===== src/rtl/microwave_timer.sv =====
// Four-digit BCD mm:ss cooking countdown driven by a synchronised 1 Hz pulse train.
// Optional pause-on-stop behaviour is enabled by defining TIMER_PAUSE_EN.
module microwave_timer #(
  parameter bit START_HOLD = 1'b0
) (
  input  logic       clk,
  input  logic       clear_n,
  input  logic       pgt_1Hz,
  input  logic       load,
  input  logic [3:0] digit,
  input  logic       start,
  input  logic       stop,
  output logic [3:0] min_tens,
  output logic [3:0] min_ones,
  output logic [3:0] sec_tens,
  output logic [3:0] sec_ones,
  output logic       mux_sel,
  output logic       running,
  output logic       zero,
  output logic       done
);

`ifdef TIMER_PAUSE_EN
  typedef enum logic [1:0] {IDLE, RUNNING, PAUSED, DONE} state_e;
`else
  typedef enum logic [1:0] {IDLE, RUNNING, DONE} state_e;
`endif

  state_e      state_q, state_d;
  logic [15:0] cnt_q, cnt_d;
  logic [2:0]  sync_q, sync_d;
  logic [15:0] cnt_dec;
  logic [15:0] cnt_entry;
  logic        tick;
  logic        digit_ok;

  assign sync_d    = {sync_q[1:0], pgt_1Hz};
  assign tick      = sync_q[1] & ~sync_q[2];
  assign digit_ok  = (digit <= 4'd9);
  assign cnt_entry = {cnt_q[11:0], digit};

  // Borrow chain: seconds tens wraps to 5, ones digits wrap to 9; tens-of-minutes never underflows
  // because RUNNING is only entered with a non-zero count.
  always_comb begin
    cnt_dec = cnt_q;
    if (cnt_q[3:0] != 4'd0) begin
      cnt_dec[3:0] = cnt_q[3:0] - 4'd1;
    end else if (cnt_q[7:4] != 4'd0) begin
      cnt_dec = {cnt_q[15:8], cnt_q[7:4] - 4'd1, 4'd9};
    end else if (cnt_q[11:8] != 4'd0) begin
      cnt_dec = {cnt_q[15:12], cnt_q[11:8] - 4'd1, 4'd5, 4'd9};
    end else begin
      cnt_dec = {cnt_q[15:12] - 4'd1, 4'd9, 4'd5, 4'd9};
    end
  end

  always_comb begin
    state_d = state_q;
    cnt_d   = cnt_q;
    case (state_q)
      IDLE: begin
        if (stop) begin
          cnt_d = '0;
        end else if (start) begin
          if (cnt_q != 16'd0) state_d = RUNNING;
        end else if (load && digit_ok) begin
          cnt_d = cnt_entry;
        end
      end
      RUNNING: begin
        if (stop) begin
`ifdef TIMER_PAUSE_EN
          state_d = PAUSED;
`else
          state_d = IDLE;
          cnt_d   = '0;
`endif
        end else if (tick) begin
          cnt_d = cnt_dec;
          if (cnt_dec == 16'd0) state_d = DONE;
        end
      end
`ifdef TIMER_PAUSE_EN
      PAUSED: begin
        if (stop) begin
          state_d = IDLE;
          cnt_d   = '0;
        end else if (start) begin
          state_d = RUNNING;
        end
      end
`endif
      DONE: begin
        if (!START_HOLD) begin
          state_d = IDLE;
        end else if (load) begin
          state_d = IDLE;
          if (digit_ok) cnt_d = cnt_entry;
        end else if (start) begin
          state_d = IDLE;
        end
      end
      default: state_d = IDLE;
    endcase
  end

  always_ff @(posedge clk or negedge clear_n) begin
    if (!clear_n) begin
      state_q <= IDLE;
      cnt_q   <= '0;
      sync_q  <= '0;
    end else begin
      state_q <= state_d;
      cnt_q   <= cnt_d;
      sync_q  <= sync_d;
    end
  end

  assign min_tens = cnt_q[15:12];
  assign min_ones = cnt_q[11:8];
  assign sec_tens = cnt_q[7:4];
  assign sec_ones = cnt_q[3:0];
  assign running  = (state_q == RUNNING);
  assign mux_sel  = (state_q == RUNNING);
  assign done     = (state_q == DONE);
  assign zero     = (cnt_q == 16'd0);

endmodule

===== config.mk =====
export PLATFORM = sky130hd
export DESIGN_NAME = microwave_timer
export DESIGN_NICKNAME = d
export VERILOG_FILES = /design/src/rtl/microwave_timer.sv
export SDC_FILE = /design/constraint.sdc
export NUM_CORES = 1
export LEC_CHECK = 0
export ABC_AREA = 1
export CAP_MARGIN = 20
export CORE_MARGIN = 8
export CORE_UTILIZATION = 30
export CTS_CLUSTER_SIZE = 20
export DETAILED_ROUTE_END_ITERATION = 8
export DONT_BUFFER_PORTS = 1
export GPL_ROUTABILITY_DRIVEN = 0
export GPL_TIMING_DRIVEN = 0
export PLACE_DENSITY = 0.42
export SKIP_LAST_GASP = 1
export SYNTH_ARGS = -nofsm -noshare
export SYNTH_HDL_FRONTEND = slang
export SYNTH_SLANG_ARGS = --single-unit

===== constraint.sdc =====
create_clock -name clk -period 2.2 [get_ports clk]
set_input_delay 0.44 -clock clk [delete_from_list [all_inputs] [get_ports clk]]
set_output_delay 0.44 -clock clk [all_outputs]
set_load 0.05 [all_outputs]

After elaboration in Yosys (flattened, before gate mapping)
Index checks and enable logic that the tools add are counted.
Widths: inputs -> output; s select.
{ "op_classes": {"add_sub_neg": 4, "n_lt_le_gt_ge": 1, "n_eq_ne": 9, "muxes": 17, "n_bitwise": 2, "n_reduce_logical": 11} }
{ "op_table": {"columns": ["operator", "count"], "rows": [
  ["$mux 16", 7],
  ["$logic_not 16->1", 2],
  ["$pmux 16 s2", 1],
  ["$reduce_bool 16->1", 1],
  ["$sub 4x1->4 const B", 4],
  ["$mux 12", 1],
  ["$mux 2", 6],
  ["$reduce_bool 4->1", 3],
  ["$ne 2x2->1 const B", 3],
  ["$ne 3x2->1 const B", 2],
  ["$ne 3x3->1 const B", 2],
  ["$reduce_and 5->1", 1],
  ["$le 4x4->1 const B", 1],
  ["$mux 4", 1],
  ["$pmux 2 s2", 1],
  ["$reduce_and 4->1", 1],
  ["$eq 2x1->1 const B", 1],
  ["$eq 2x2->1 const B", 1],
  ["$logic_not 2->1", 1],
  ["$reduce_bool 2->1", 1],
  ["$and 1x1->1", 1],
  ["$logic_and 1x1->1", 1],
  ["$not 1->1", 1]
]} }
{ "totals": {"register_bits": 21} }

Depth between registers and ports, before layout
{ "depth": {"depth_word": 9, "ltp_mapped": 13, "ltp_nobuf": 13} }

Worst setup path before layout
No wires, ideal clock.
{ "synth_timing": {"path_type": "flip-flop to output port", "start": "register cnt_q[2]", "end": "output port zero", "arrival_ns": 1.877, "setup_slack_ns": -0.117, "stages_incl_launch_ff": 6, "path_buffers": 0, "cell_sequence": "dfrtp_1 > nor2_2 > nand2_4 > nor2_8 > nand2_4 > nor2_1"} }
{ "synth_via": {"elab_chain_len": 1} }
{ "synth_rtl": {"columns": ["item", "line", "rtl"], "rows": [
  ["start, declared", "30", "logic [15:0] cnt_q, cnt_d;"],
  ["start signal, assigned", "114", "cnt_q <= cnt_d;"],
  ["$logic_not 16->1", "126", "assign zero = (cnt_q == 16'd0);"],
  ["end, declared", "19", "output logic zero,"]
]} }
No other way between the ends.

Worst setup path in the final report
{ "layout_timing": {"start": "register cnt_q[0]", "end": "output port zero"} }
Same word-level chain as after synthesis.

==> results.json <==
{
  "outcome": "finished clean",
  "hold_viol": 0,
  "grt_max_degree": 22,
  "netlist_top_cells_count": "nand2_1, inv_1, nor2_1",
  "utilization_pct": 36.0,
  "hp-start": "pgt_1Hz",
  "dpl_cell_area_mm2": 0.00159,
  "hold-path-cell-count": 0,
  "cp.required_ps": 1760,
  "grt_overflow_total": 0,
  "clock_path_buffers": 2,
  "worst_skew_pair.late_latency_ps": 260,
  "ys_top_cells_by_area": "dfrtp_1, nand2_1, inv_1",
  "critPathMaxFanout": 9,
  "hold_class": "in -> reg",
  "die_y_um": 86.8,
  "area_growth_pct": 14.5,
  "dieArea_mm2": 0.00754,
  "cts.sinks": 21,
  "synth_fp_nets": 228,
  "dieWidth_um": 86.8,
  "cts_tree": "done",
  "hold_end": "sync_q[0]",
  "crit_chain": "nor2_4, nand2_4, nor2_8, nand2_4, nor2_4",
  "r2r_start": "cnt_q[0]",
  "yosys_warnings": 0,
  "core_mm2": 0.00479,
  "max_stage_delay_ps": 600,
  "antenna_found_initial": 0,
  "synth_edf_count": 0,
  "synth-main-ff-cell": "dfrtp_1",
  "slowest_stage": "dfrtp_4",
  "nets": 236,
  "critPathKind": "reg -> out",
  "ys_seq_area_share_pct": 34.9,
  "finalCriticalPeriod_ps": 2140,
  "detail-route-antenna-nets": 0,
  "cap_viol_max_count": 0,
  "cts_buffers": 3,
  "antennaDiodeCount": 0,
  "reg2reg_setup_slack_ps": 200,
  "finClkSkew_ps": 2.85,
  "reg2regPathDepth": 13,
  "slew_headroom_pct": 40.7,
  "drive_gt1_share_pct": 22.9,
  "start_util_pct": 31.5,
  "max_freq_ghz": 0.468,
  "report.final.slew_viol_count": 0,
  "drt_iter0_drc": 115,
  "clock-root-buffer": "clkbuf_8",
  "wl_per_cell_um": 16.1,
  "num_rows": 25,
  "yosysMostFrequentCell": "nand2_1",
  "io_pins": 30,
  "post-route-period-util_pct": 97.1,
  "startpoint": "cnt_q[0]",
  "avgSynthCellArea_um2": 6.97,
  "r2r_end": "state_q[0]",
  "dp_hpwl_um": 3460,
  "synth_top_cell_by_area": "dfrtp_1",
  "via_count": 1450,
  "setup_tns_ps": 0,
  "routed_via_density": 5.00,
  "htree_levels": 1,
  "yosysUniqueCellTypes": 30,
  "syn-instance-count": 216,
  "synth.top_cell.area_share_pct": 34.9,
  "synthArstFlopShare_pct": 100,
  "drcViolationCount": 0,
  "track_usage_pct": 12.7,
  "port_buffers": 0,
  "synth_seq_cells": 21,
  "worstPathArrival_ps": 1700,
  "post-route-cell-area_mm2": 0.00172,
  "setup_viol": 0,
  "grt_pass1_wl_um": 7530,
  "syn-cell-area_mm2": 0.00151,
  "clk_pin_slew_worst_paths_ps": 80,
  "max_slew.worst_pin.slew_ps": 887,
  "cp-end-kind": "primary output",
  "cp-start-kind": "register",
  "dr.pass1.iters": 4,
  "wirelength_um": 4680,
  "grt_pass1_vias": 1467
}
[cells by family (layout without fill, tap and decap cells)]
group                      after synthesis  in the layout  share of synthesized area (%)
adders and majority gates                2              2                           1.66
and+or+nand+nor                        108            108                           34.2
AOI/OAI and AO/OA                       46             46                           18.6
DFF                                     21             21                           34.9
buffers and inverters                   39             46                           10.6
[stage by stage]
step / instances / hold WS, ps / worst slack [ps]
floorplan: 216 / 144 / 110
global placement: 283 / 145 / -85.8
detailed placement: 283 / 145 / -74.0
CTS: 289 / 192 / 1.35
global route: 290 / 188 / -2.92
finish: 290 / 197 / 63.6
[flip-flops by register name (all words and copies together) (netlist names)]
signal / flops
cnt_q: 16
state_q: 2
sync_q: 3
[layout by cell type (no fill, tap or decap), drive strengths merged, types with 2 or more instances in the layout]
cell type,netlist,final
nand3,10,10
nand4,3,3
clkbuf,1,5
ha,2,2
dfrtp,21,21
nor3,3,3
o21ai,25,25
nor2,32,32
inv,34,34
buf,4,6
a21oi,7,7
a22oi,8,8
nand2,60,60
[routing by layer]
metal  wire [um]  share of wire, %  up-vias  global-route usage [%]
li1            -                 -      711                       -
met1        2040                44      697                    15.1
met2        2290                49       34                    21.5
met3         284               6.1        8                    3.31
met4          68               1.5        0                    4.23
met5           0                 0        -                       0
[layout make-up]
class	instances	area, um^2
fillers	520	3060
flip-flops and latches	21	551
multi-input cells	156	853
plain buffers	5	31.3
well taps	67	83.8
inverters	34	128
repair buffers	3	32.5
clock buffers	4	45.0
[worst max path at each step]
stage	endpoint	cells past startpoint
final	zero	5
after global routing	zero	5
after CTS	zero	5
after detailed placement	zero	5
after global placement	zero	5
after floorplan	zero	5
[repair_timing]
| item | in CTS | in global routing |
|---|---|---|
| pin swaps | 2 | 1 |
| buffers inserted | 1 | 0 |
| resized for setup | 17 | 7 |
| endpoints found under the hold margin | 21 | 0 |
| endpoints found under the setup margin | 1 | 17 |
| hold buffers | 1 | 0 |
| gates cloned | 0 | 0 |
[critical path: cells and delay by family (launching register included)]
kind / cells / cell delay [ps]
flip-flops: 1 / 600
AND/OR/NAND/NOR: 5 / 830
Power is not shown: default switching activity piles up to over one toggle a cycle in this logic, so the estimate is an artifact.
